$ cat config.mk
export PLATFORM = sky130hd
export DESIGN_NAME = hex_keypad_entry
export DESIGN_NICKNAME = d
export VERILOG_FILES = /design/src/rtl/keypad_pkg.sv /design/src/rtl/keypad_sync_div.sv /design/src/rtl/hex_keypad_entry.sv
export SDC_FILE = /design/constraint.sdc
export NUM_CORES = 1
export LEC_CHECK = 0
export ABC_AREA = 1
export BUFFER_PORTS_ARGS = -buffer_cell sky130_fd_sc_hd__buf_2
export CORE_UTILIZATION = 50
export DETAILED_ROUTE_END_ITERATION = 12
export GPL_ROUTABILITY_DRIVEN = 0
export PLACE_DENSITY_LB_ADDON = 0.1
export SYNTH_ARGS = -nofsm -noshare
export SYNTH_HDL_FRONTEND = slang
export SYNTH_SLANG_ARGS = --single-unit
$ cat constraint.sdc
create_clock -name clk -period 3 [get_ports clk]
set_input_delay 0.3 -clock clk [delete_from_list [all_inputs] [get_ports clk]]
set_output_delay 0.3 -clock clk [all_outputs]
set_load 0.1 [all_outputs]
$ cat src/rtl/keypad_pkg.sv
// keypad_pkg: shared FSM states, column seed and one-hot-low decoding for the hex keypad
package keypad_pkg;
    typedef enum logic [1:0] {SCAN, PRESS_DB, ACCEPT, RELEASE_DB} state_e;
    localparam logic [3:0] COL_INIT = 4'b1110;
    typedef struct packed {
        logic       valid;
        logic [1:0] idx;
    } onehot_t;
    function automatic onehot_t onehot_low_index(input logic [3:0] v);
        onehot_t r;
        r.valid = 1'b0;
        r.idx   = 2'd0;
        for (int i = 0; i < 4; i++) begin
            if (v == ~(4'b0001 << i)) begin
                r.valid = 1'b1;
                r.idx   = 2'(i);
            end
        end
        return r;
    endfunction
endpackage

$ cat src/rtl/keypad_sync_div.sv
// keypad_sync_div: two-flop row synchronizer and scan divider producing the sample pulse
module keypad_sync_div #(
    parameter int SCAN_DIV = 50000
) (
    input  logic       clk,
    input  logic       reset,
    input  logic [3:0] row,
    output logic [3:0] row_s,
    output logic       sample
);
    localparam int DW = $clog2(SCAN_DIV);
    logic [3:0]    r1_q, r2_q;
    logic [DW-1:0] div_q, div_d;
    assign sample = div_q == DW'(SCAN_DIV - 1);
    assign div_d  = sample ? '0 : div_q + DW'(1);
    assign row_s  = r2_q;
    always_ff @(posedge clk) begin
        if (!reset) begin
            r1_q  <= 4'hF;
            r2_q  <= 4'hF;
            div_q <= '0;
        end else begin
            r1_q  <= row;
            r2_q  <= r1_q;
            div_q <= div_d;
        end
    end
endmodule

$ cat src/rtl/hex_keypad_entry.sv
// hex_keypad_entry: scans and debounces a 4x4 keypad, shifting accepted key codes into a 16-bit entry
module hex_keypad_entry #(
    parameter int SCAN_DIV       = 50000,
    parameter int DEBOUNCE_SCANS = 4
) (
    input  logic        clk,
    input  logic        reset,
    input  logic [3:0]  row,
    output logic [3:0]  col,
    output logic [3:0]  key_code,
    output logic        key_valid,
    output logic [15:0] number,
    output logic        busy
);
    import keypad_pkg::*;
    localparam int CW = $clog2(DEBOUNCE_SCANS + 1);
    state_e        state_q, state_d;
    logic [3:0]    col_q, col_d, key_code_q, key_code_d, row_s, col_rot;
    logic [15:0]   number_q, number_d;
    logic [1:0]    row_idx_q, row_idx_d;
    logic [CW-1:0] cnt_q, cnt_d, cnt_inc;
    logic          key_valid_q, sample, held_row, released, db_done;
    onehot_t       row_hit, col_hit;

    keypad_sync_div #(.SCAN_DIV(SCAN_DIV)) u_sync_div (
        .clk    (clk),
        .reset  (reset),
        .row    (row),
        .row_s  (row_s),
        .sample (sample)
    );

    assign row_hit  = onehot_low_index(row_s);
    assign col_hit  = onehot_low_index(col_q);
    assign col_rot  = {col_q[2:0], col_q[3]};
    assign cnt_inc  = cnt_q + CW'(1);
    assign db_done  = cnt_inc == CW'(DEBOUNCE_SCANS);
    assign held_row = row_s == ~(4'b0001 << row_idx_q);
    assign released = row_s == 4'hF;

    always_comb begin
        state_d    = state_q;
        col_d      = col_q;
        key_code_d = key_code_q;
        number_d   = number_q;
        row_idx_d  = row_idx_q;
        cnt_d      = cnt_q;
        case (state_q)
            SCAN: if (sample) begin
                if (row_hit.valid) begin
                    row_idx_d = row_hit.idx;
                    cnt_d     = '0;
                    state_d   = PRESS_DB;
                end else begin
                    col_d = col_rot;
                end
            end
            PRESS_DB: if (sample) begin
                if (held_row) begin
                    cnt_d   = cnt_inc;
                    state_d = db_done ? ACCEPT : PRESS_DB;
                end else begin
                    state_d = SCAN;
                    col_d   = col_rot;
                end
            end
            ACCEPT: begin
                key_code_d = {row_idx_q, col_hit.idx};
                number_d   = {number_q[11:0], row_idx_q, col_hit.idx};
                cnt_d      = '0;
                state_d    = RELEASE_DB;
            end
            RELEASE_DB: if (sample) begin
                cnt_d = released ? cnt_inc : '0;
                if (released && db_done) begin
                    state_d = SCAN;
                    col_d   = col_rot;
                end
            end
            default: state_d = SCAN;
        endcase
    end

    always_ff @(posedge clk) begin
        if (!reset) begin
            state_q     <= SCAN;
            col_q       <= COL_INIT;
            key_code_q  <= 4'h0;
            number_q    <= 16'h0000;
            row_idx_q   <= 2'd0;
            cnt_q       <= '0;
            key_valid_q <= 1'b0;
        end else begin
            state_q     <= state_d;
            col_q       <= col_d;
            key_code_q  <= key_code_d;
            number_q    <= number_d;
            row_idx_q   <= row_idx_d;
            cnt_q       <= cnt_d;
            key_valid_q <= state_q == ACCEPT;
        end
    end

    assign col       = col_q;
    assign key_code  = key_code_q;
    assign key_valid = key_valid_q;
    assign number    = number_q;
    assign busy      = state_q != SCAN;
endmodule

Word-level counts from Yosys, hierarchy flattened
Index checks and enable logic that the tools add are counted.
- word-level logic and storage cells: 75
- output and inout port bits: 26
- input bits: 6
- register bits: 56
- mux-type cells: 29
- shift operators: 1
- bitwise operators: 2
- eq/ne operators: 22
- $add $sub $neg: 2
- reduce and logical (&&, ||, !) cells: 9
- operators by type and width (operator ; count):
    2-to-1 mux 3 bit ; 10
    == test 4 bit (second input constant) ; 6
    2-to-1 mux 4 bit ; 6
    2-to-1 mux 2 bit ; 10
    adder 16 x 1 -> 16 bit (second input constant) ; 1
    == test 16 bit (second input constant) ; 1
    one-hot mux 3 bit (4 select lines) ; 1
    one-hot mux 4 bit (3 select lines) ; 1
    != test 2 bit (second input constant) ; 5
    AND reduction 5 bit ; 2
    == test 4 x 3 -> 1 bit (second input constant) ; 2
    one-hot mux 2 bit (4 select lines) ; 1
    AND reduction 7 bit ; 1
    != test 2 x 1 -> 1 bit (second input constant) ; 3
    == test 2 bit (second input constant) ; 2
    == test 4 bit ; 1
    inverter 4 bit ; 1
    left shift 1 x 2 -> 4 bit (first input constant) ; 1
    adder 3 x 1 -> 3 bit (second input constant) ; 1
    == test 3 bit (second input constant) ; 1
    AND reduction 3 bit ; 1
    nonzero test 3 bit ; 1
    == test 2 x 1 -> 1 bit (second input constant) ; 1
    logical NOT 2 bit ; 1
    other kinds (4) ; 4

Longest topological paths before layout
Gate-level depths: netlist (run 1).
- word-level depth: 8
- mapped depth: 11

Cells and area by module
A second synthesis (run 1) with hierarchy kept.
- cells, all modules: 359
- area total of the unflattened synthesis: 2459.9 um2
- modules (own cells, without submodules) (module ; seq. area each (um2) ; times used ; cells an instance ; area each (um2)):
    hex_keypad_entry ; 560.5 ; 1 ; 205 ; 1381.3
    keypad_sync_div ; 480.5 ; 1 ; 154 ; 1078.5

Worst setup path before layout (run 1)
No wires, ideal clock.
- path kind: reg2out
- start: register key_code[1] (netlist name)
- end: output port number[1]
- data required time: 2700 ps
- arrival time: 1391 ps
- setup slack: 1309 ps
- stages on the path, launching flop included: 2
- cell sequence: dfxtp_1 -> buf_4
- RTL lines (item ; RTL line ; RTL):
    end, declared ; hex_keypad_entry.sv:12 ; output logic [15:0] number,

==> impl_metrics.tcl, run 1 <==
set metrics [dict create \
    area_delta_synth_final_pct 10.52 \
    synth_simple_gate_area_share_pct 37.71 \
    synthAdderAreaFrac_pct 1.563 \
    powerDensity_nw_per_um2 457.5 \
    synthArstFlopShare_pct 0 \
    antenna_found_initial 0 \
    cts_setup_buffers 0 \
    cts_sinks 52 \
    post-route-period-util_pct 61.47 \
    arrival_ps 2040 \
    grt_overflow 0 \
    worst_slew_pin_slew_ps 592.4 \
    dieArea_um2 5086 \
    vias_per_cell 5.000 \
    core_um2 4474 \
    gr-usage-all-layers_pct 19.45 \
    io_pins 32 \
    initial_utilization_pct 53.69 \
    seq_area_um2 1041 \
    hold_viol_final 0 \
    ys_dominant_reg_cell "dfxtp_1" \
    relSlewSlack_pct 60.46 \
    finalSetupViolCount 0 \
    startpoint_type "flop" \
    synth_top_family_by_area "simple AND/OR/NAND/NOR gates" \
    critPathSlowestCell "nor2_2" \
    num_rows 24 \
    synth_cells 330 \
    die_x_um 71.32 \
    synth-seq-cells 52 \
    tns_ps 0 \
    cts-htree-levels 2 \
    die_h_um 71.32 \
    grt_max_degree 29 \
    rsz0062_at_grt "false" \
    reg2reg_slack_ps 1160 \
    drv_cap 0 \
    cp_top_family "simple AND/OR/NAND/NOR gates" \
    yosysWarnings 0 \
    clk_path_buf_depth 2 \
    grt_pass1_wl_um 7921 \
    synth-compound-area-share_pct 8.125 \
    cp.required_ps 3200 \
    fin_nets 364 \
    cts_tree "done" \
    diodes 0 \
    grt_pass1_vias 1794 \
    ctsHoldBuffers 0 \
    hold-path-cell-count 2 \
    vias 2040 \
    io_buffers 31 \
    crit_type "flop to flop" \
    cts_root_buffer "clkbuf_8" \
    ys_seq_area_share_pct 43.33 \
    dpl_worst_slack_ps 1186 \
    first_iter_violations 115 \
    multi_input_area_um2 1165 \
    hold_class "primary input to flop" \
    vdd_drop_max_v 0.0002752 \
    clk_latency_ps 300 \
    timing.rr.end "col[0]$_SDFFE_PN0P_" \
    dpl.hpwl_um 3278 \
    maxSlewViolCount 0 \
    synth_edf_count 0 \
    fin_skew_ps 9.488 \
    synth_cell_types 35 \
    post_synth_xor_area_fraction_pct 1.094 \
    syn-mean-instance-area_um2 7.280 \
    cp_cell_sequence "inv_1, nor2_2, inv_2, nand2_1, nor2_4, nand3_2, nand2_1, nand2_1, nor2_1" \
    drt_wl_total_um 4550 \
    timing.fmax_mhz 542.3 \
    nFillCells 404 \
    cts_buffers 5 \
    outcome "finished clean" \
    drtAntennaViolNets 0 \
    whs_endpoint "u_sync_div.r1_q[3]$_SDFF_PN1_" \
    cp-end-kind "flop" \
    reg2reg_depth 9 \
    critPathMaxStageDelay_ps 470 \
    netlist_area_um2 2402 \
    crit_buf_inv 2 \
    wl_per_cell_um 11.15 \
    cts.clk_slew.worst_paths_ps 80 \
    ctsResizeCount 0 \
    finalWorstSetupSlack_ps 1156 \
    synth_mux_area_share_pct 0 \
    syn_nets 339 \
    p_leak_nw 1.227 \
    hold_start "row[3]" \
    drt-pass1-iter-count 4 \
    final_util_pct 59.34 \
    cpMostUsedCell "nand2_1" \
    period_minus_slack_ps 1844 \
    drc 0 \
    cp_max_fo 18 \
    drive_gt1_share_pct 20.22 \
]
-- cell usage after synthesis, types with 2 or more instances --
cell type	instances	area [µm²]
nor2_1	66	247.7
nand2_1	59	221.5
dfxtp_1	52	1041
inv_1	23	86.33
nand3_1	18	90.09
o21ai_0	18	90.09
a21oi_1	13	65.06
nand4_1	12	75.07
or2_2	9	56.30
buf_4	6	45.04
inv_2	6	22.52
clkbuf_1	4	15.01
nand2_2	4	25.02
nand3_2	4	40.04
buf_2	3	15.01
ha_1	3	37.54
nor2_2	3	18.77
nor2_4	3	33.78
or2_0	3	18.77
clkinv_1	2	7.510
nor3_1	2	10.01
nor3_2	2	20.02
o21ai_1	2	10.01
xnor2_1	2	17.52
-- placed cells by master, fill, tap and decap left out, drive strengths merged, types with 6 or more instances in the layout --
cell / count
inv: 29
clkbuf: 6
nand2: 64
nor2: 72
nand4: 12
o21ai: 20
dfxtp: 52
buf: 31
a21oi: 13
nand3: 23
or2: 12
-- routing by layer --
metal	GRT usage (%)	routed length [µm]
met4	7.556	78
met2	29.10	1875
met5	0	0
met3	4.360	175
met1	27.35	2420
-- how the worst max path moves through the flow --
stage | slack [ps] | cells past startpoint | endpoint | start
global placement | 1240 | 9 | col[0]$_SDFFE_PN0P_ | flop
floorplan | 1310 | 1 | number[1] | key_code[1]$_SDFFE_PN0P_
detailed placement | 1190 | 9 | col[0]$_SDFFE_PN0P_ | flop
finish | 1160 | 9 | col[0]$_SDFFE_PN0P_ | flop
global route | 970 | 8 | cnt_q[0]$_SDFFE_PN0P_ | flop
CTS | 1170 | 9 | col[0]$_SDFFE_PN0P_ | flop
-- kinds of logic after synthesis --
kind of cell	after synthesis
compound gates	37
fa+ha+maj	3
simple gates	190
buf+inv	45
flops	52
xor+xnor	3
-- final cells by class --
cell class | instances | share of cell area (%)
Multi-Input combinational cell | 233 | 43.87
Clock buffer | 6 | 2.733
Sequential cell | 52 | 39.21
Timing Repair Buffer | 31 | 5.844
Tap cell | 52 | 2.451
Clock inverter | 2 | 1.320
Inverter | 32 | 4.571
-- sequential cells by signal, summed over array words and instances (netlist names), named ones only --
signal,flops
key_valid,1
number,13
col,4
row_idx_q,2
state_q,1
u_sync_div.r1_q,4
u_sync_div.row_s,4
key_code,3
cnt_q,3
u_sync_div.div_q,16
-- stage by stage --
step                      power, mW  instances  area [µm²]  hold WS [ps]
final                         1.215        408        2655         187.0
after global routing          1.260        408        2655         172.0
after CTS                     1.230        408        2655         173.5
after detailed placement     0.7669        400        2547         401.2
after global placement       0.7655        400        2547         395.5
after floorplan              0.7565        330        2402         392.5
-- power breakdown --
group          switching [mW]  internal, mW
sequential            0.00463         0.698
clock                   0.216         0.248
combinational          0.0320        0.0160
total                   0.253         0.962
Note: power is estimated with default switching activity, not from simulation.
==> run 2: changes to the inputs <==
==> constraint.sdc (replaced) <==
create_clock -name clk -period 1.65 [get_ports clk]
set_input_delay 0.165 -clock clk [delete_from_list [all_inputs] [get_ports clk]]
set_output_delay 0.165 -clock clk [all_outputs]
set_load 0.1 [all_outputs]
==> impl_metrics.tcl, run 2 (synthesis gave the netlist of run 1 again) <==
set metrics [dict create \
    cp-end-kind "output pin" \
    startpoint_type "flop" \
    cts.clk_slew.worst_paths_ps 90 \
    cts_tree "done" \
    fin_skew_ps 5.273 \
    cts_root_buffer "clkbuf_8" \
    r2r_start "u_sync_div.div_q[0]$_SDFF_PP0_" \
    crit_type "flop to output pin" \
    p_leak_nw 1.274 \
    crit_start "state_q[0]$_SDFFE_PN0P_" \
    drt-pass1-iter-count 5 \
    p_comb_share_pct 4.3 \
    fin_nets 371 \
    largest_reg_flops 16 \
    grt_pass1_wl_um 8038 \
    clk_path_buf_depth 2 \
    io_pins 32 \
    timing.fmax_mhz 653.2 \
    cts_buffers 5 \
    cp_max_fo 6 \
    period_minus_slack_ps 1531 \
    dpl_worst_slack_ps 79.26 \
    placed_cells 406 \
    grt_overflow 0 \
    drc 0 \
    hold_start "row[3]" \
    final_common_cell "nor2_1" \
    drtAntennaViolNets 0 \
    p_total_mw 2.223 \
    seq_power_share_pct 57.5 \
    core_um2 4474 \
    post-route-period-util_pct 92.79 \
    area_delta_synth_final_pct 14.64 \
    drt_wl_total_um 4686 \
    antenna_found_initial 0 \
    cp.required_ps 1480 \
    dpl.hpwl_um 3377 \
    wl_per_cell_um 11.29 \
    gr-usage-all-layers_pct 19.71 \
    cts_sinks 52 \
    rsz0062_at_grt "true" \
    vdd_drop_max_v 0.0005909 \
    drv_cap 0 \
    io_buffers 31 \
    finalNonFillerCells 415 \
    regMostFlops "u_sync_div.div_q" \
    finalWorstSetupSlack_ps 119.0 \
    powerDensity_nw_per_um2 807.1 \
    diodes 0 \
    switching_share_pct 21.18 \
    num_rows 24 \
    die_x_um 71.32 \
    arrival_ps 1370 \
    first_iter_violations 94 \
    drive_gt1_share_pct 23.69 \
    worst_slew_pin_slew_ps 500.2 \
    initial_utilization_pct 53.69 \
    die_h_um 71.32 \
    grt_max_degree 18 \
    layout_common_cells "nor2_1 (65), nand2_1 (59), dfxtp_1 (51)" \
    grt_pass1_vias 1771 \
    clk_latency_ps 300 \
    nFillCells 436 \
    cts-htree-levels 2 \
    pwr-share-clk_pct 38.2 \
    relSlewSlack_pct 66.89 \
    finalSetupViolCount 0 \
    vias_per_cell 5.002 \
    hold_class "primary input to flop" \
    vias 2076 \
    hold_viol_final 0 \
    maxSlewViolCount 0 \
    p_sw_mw 0.4707 \
    dieArea_um2 5086 \
    outcome "finished clean" \
    power.internal_mw 1.752 \
]
[run 2: cell count changes in the layout (fill, tap and decap cells not counted), moves of 2 or more]
cell,previous run,this run
ha_2,0,2
nand3_1,18,16
buf_4,0,7
nor2_4,3,5
ha_1,3,1
[run 2: stage by stage]
stage	area (µm²)	TNS, ps	hold WS (ps)	util [%]
CTS	2704	0	35.48	60.43
detailed placement	2592	0	353.9	57.94
global route	2754	-84.29	45.37	61.55
global placement	2592	0	351.8	57.94
floorplan	2402	0	271.6	-
finish	2754	0	44.98	61.55
[run 2: final timing paths]
kind	to	slack, ps	depth (start not counted)
worst min register to register	u_sync_div.row_s[1]$_SDFF_PN1_	420	1
worst max register to register	u_sync_div.div_q[2]$_SDFF_PP0_	120	7
worst max-delay path	busy	120	3
worst min-delay path	u_sync_div.r1_q[3]$_SDFF_PN1_	40	2
[run 2: critical path, cell delays in order, from the launching register on]
cell	delay, ps
dfxtp_1	460
nor2_1	140
inv_1	60
buf_2	410
[run 2: power groups by stage]
stage / registers, mW / clock network (mW) / logic [mW]
global placement: 1.31 / 0 / 0.0912
global route: 1.28 / 0.929 / 0.109
finish: 1.28 / 0.849 / 0.0951
floorplan: 1.30 / 0 / 0.0705
CTS: 1.28 / 0.879 / 0.0933
detailed placement: 1.31 / 0 / 0.0930
[run 2: final cells by class]
type,count,area [µm²],area share [%]
timing repair buffer,38,207.7,7.542
inverter,32,121.4,4.407
tap,52,65.06,2.363
sequential,52,1042,37.85
clock buffer,5,68.82,2.499
clock inverter,3,42.54,1.545
multi-input combinational,233,1206,43.80
[run 2: routing by layer]
layer / global-route usage (%) / vias to the layer above / part of all wire (%)
li1: - / 1113 / -
met1: 29.36 / 924 / 52
met2: 29.74 / 37 / 44
met3: 2.954 / 2 / 3.8
met4: 5.333 / 0 / 0.17
met5: 0 / - / 0
[run 2: timing repair]
item | in CTS | in global routing
gates resized for setup | 0 | 10
setup endpoints to repair | 0 | 24
buffers inserted | 0 | 1
hold buffers | 0 | 0
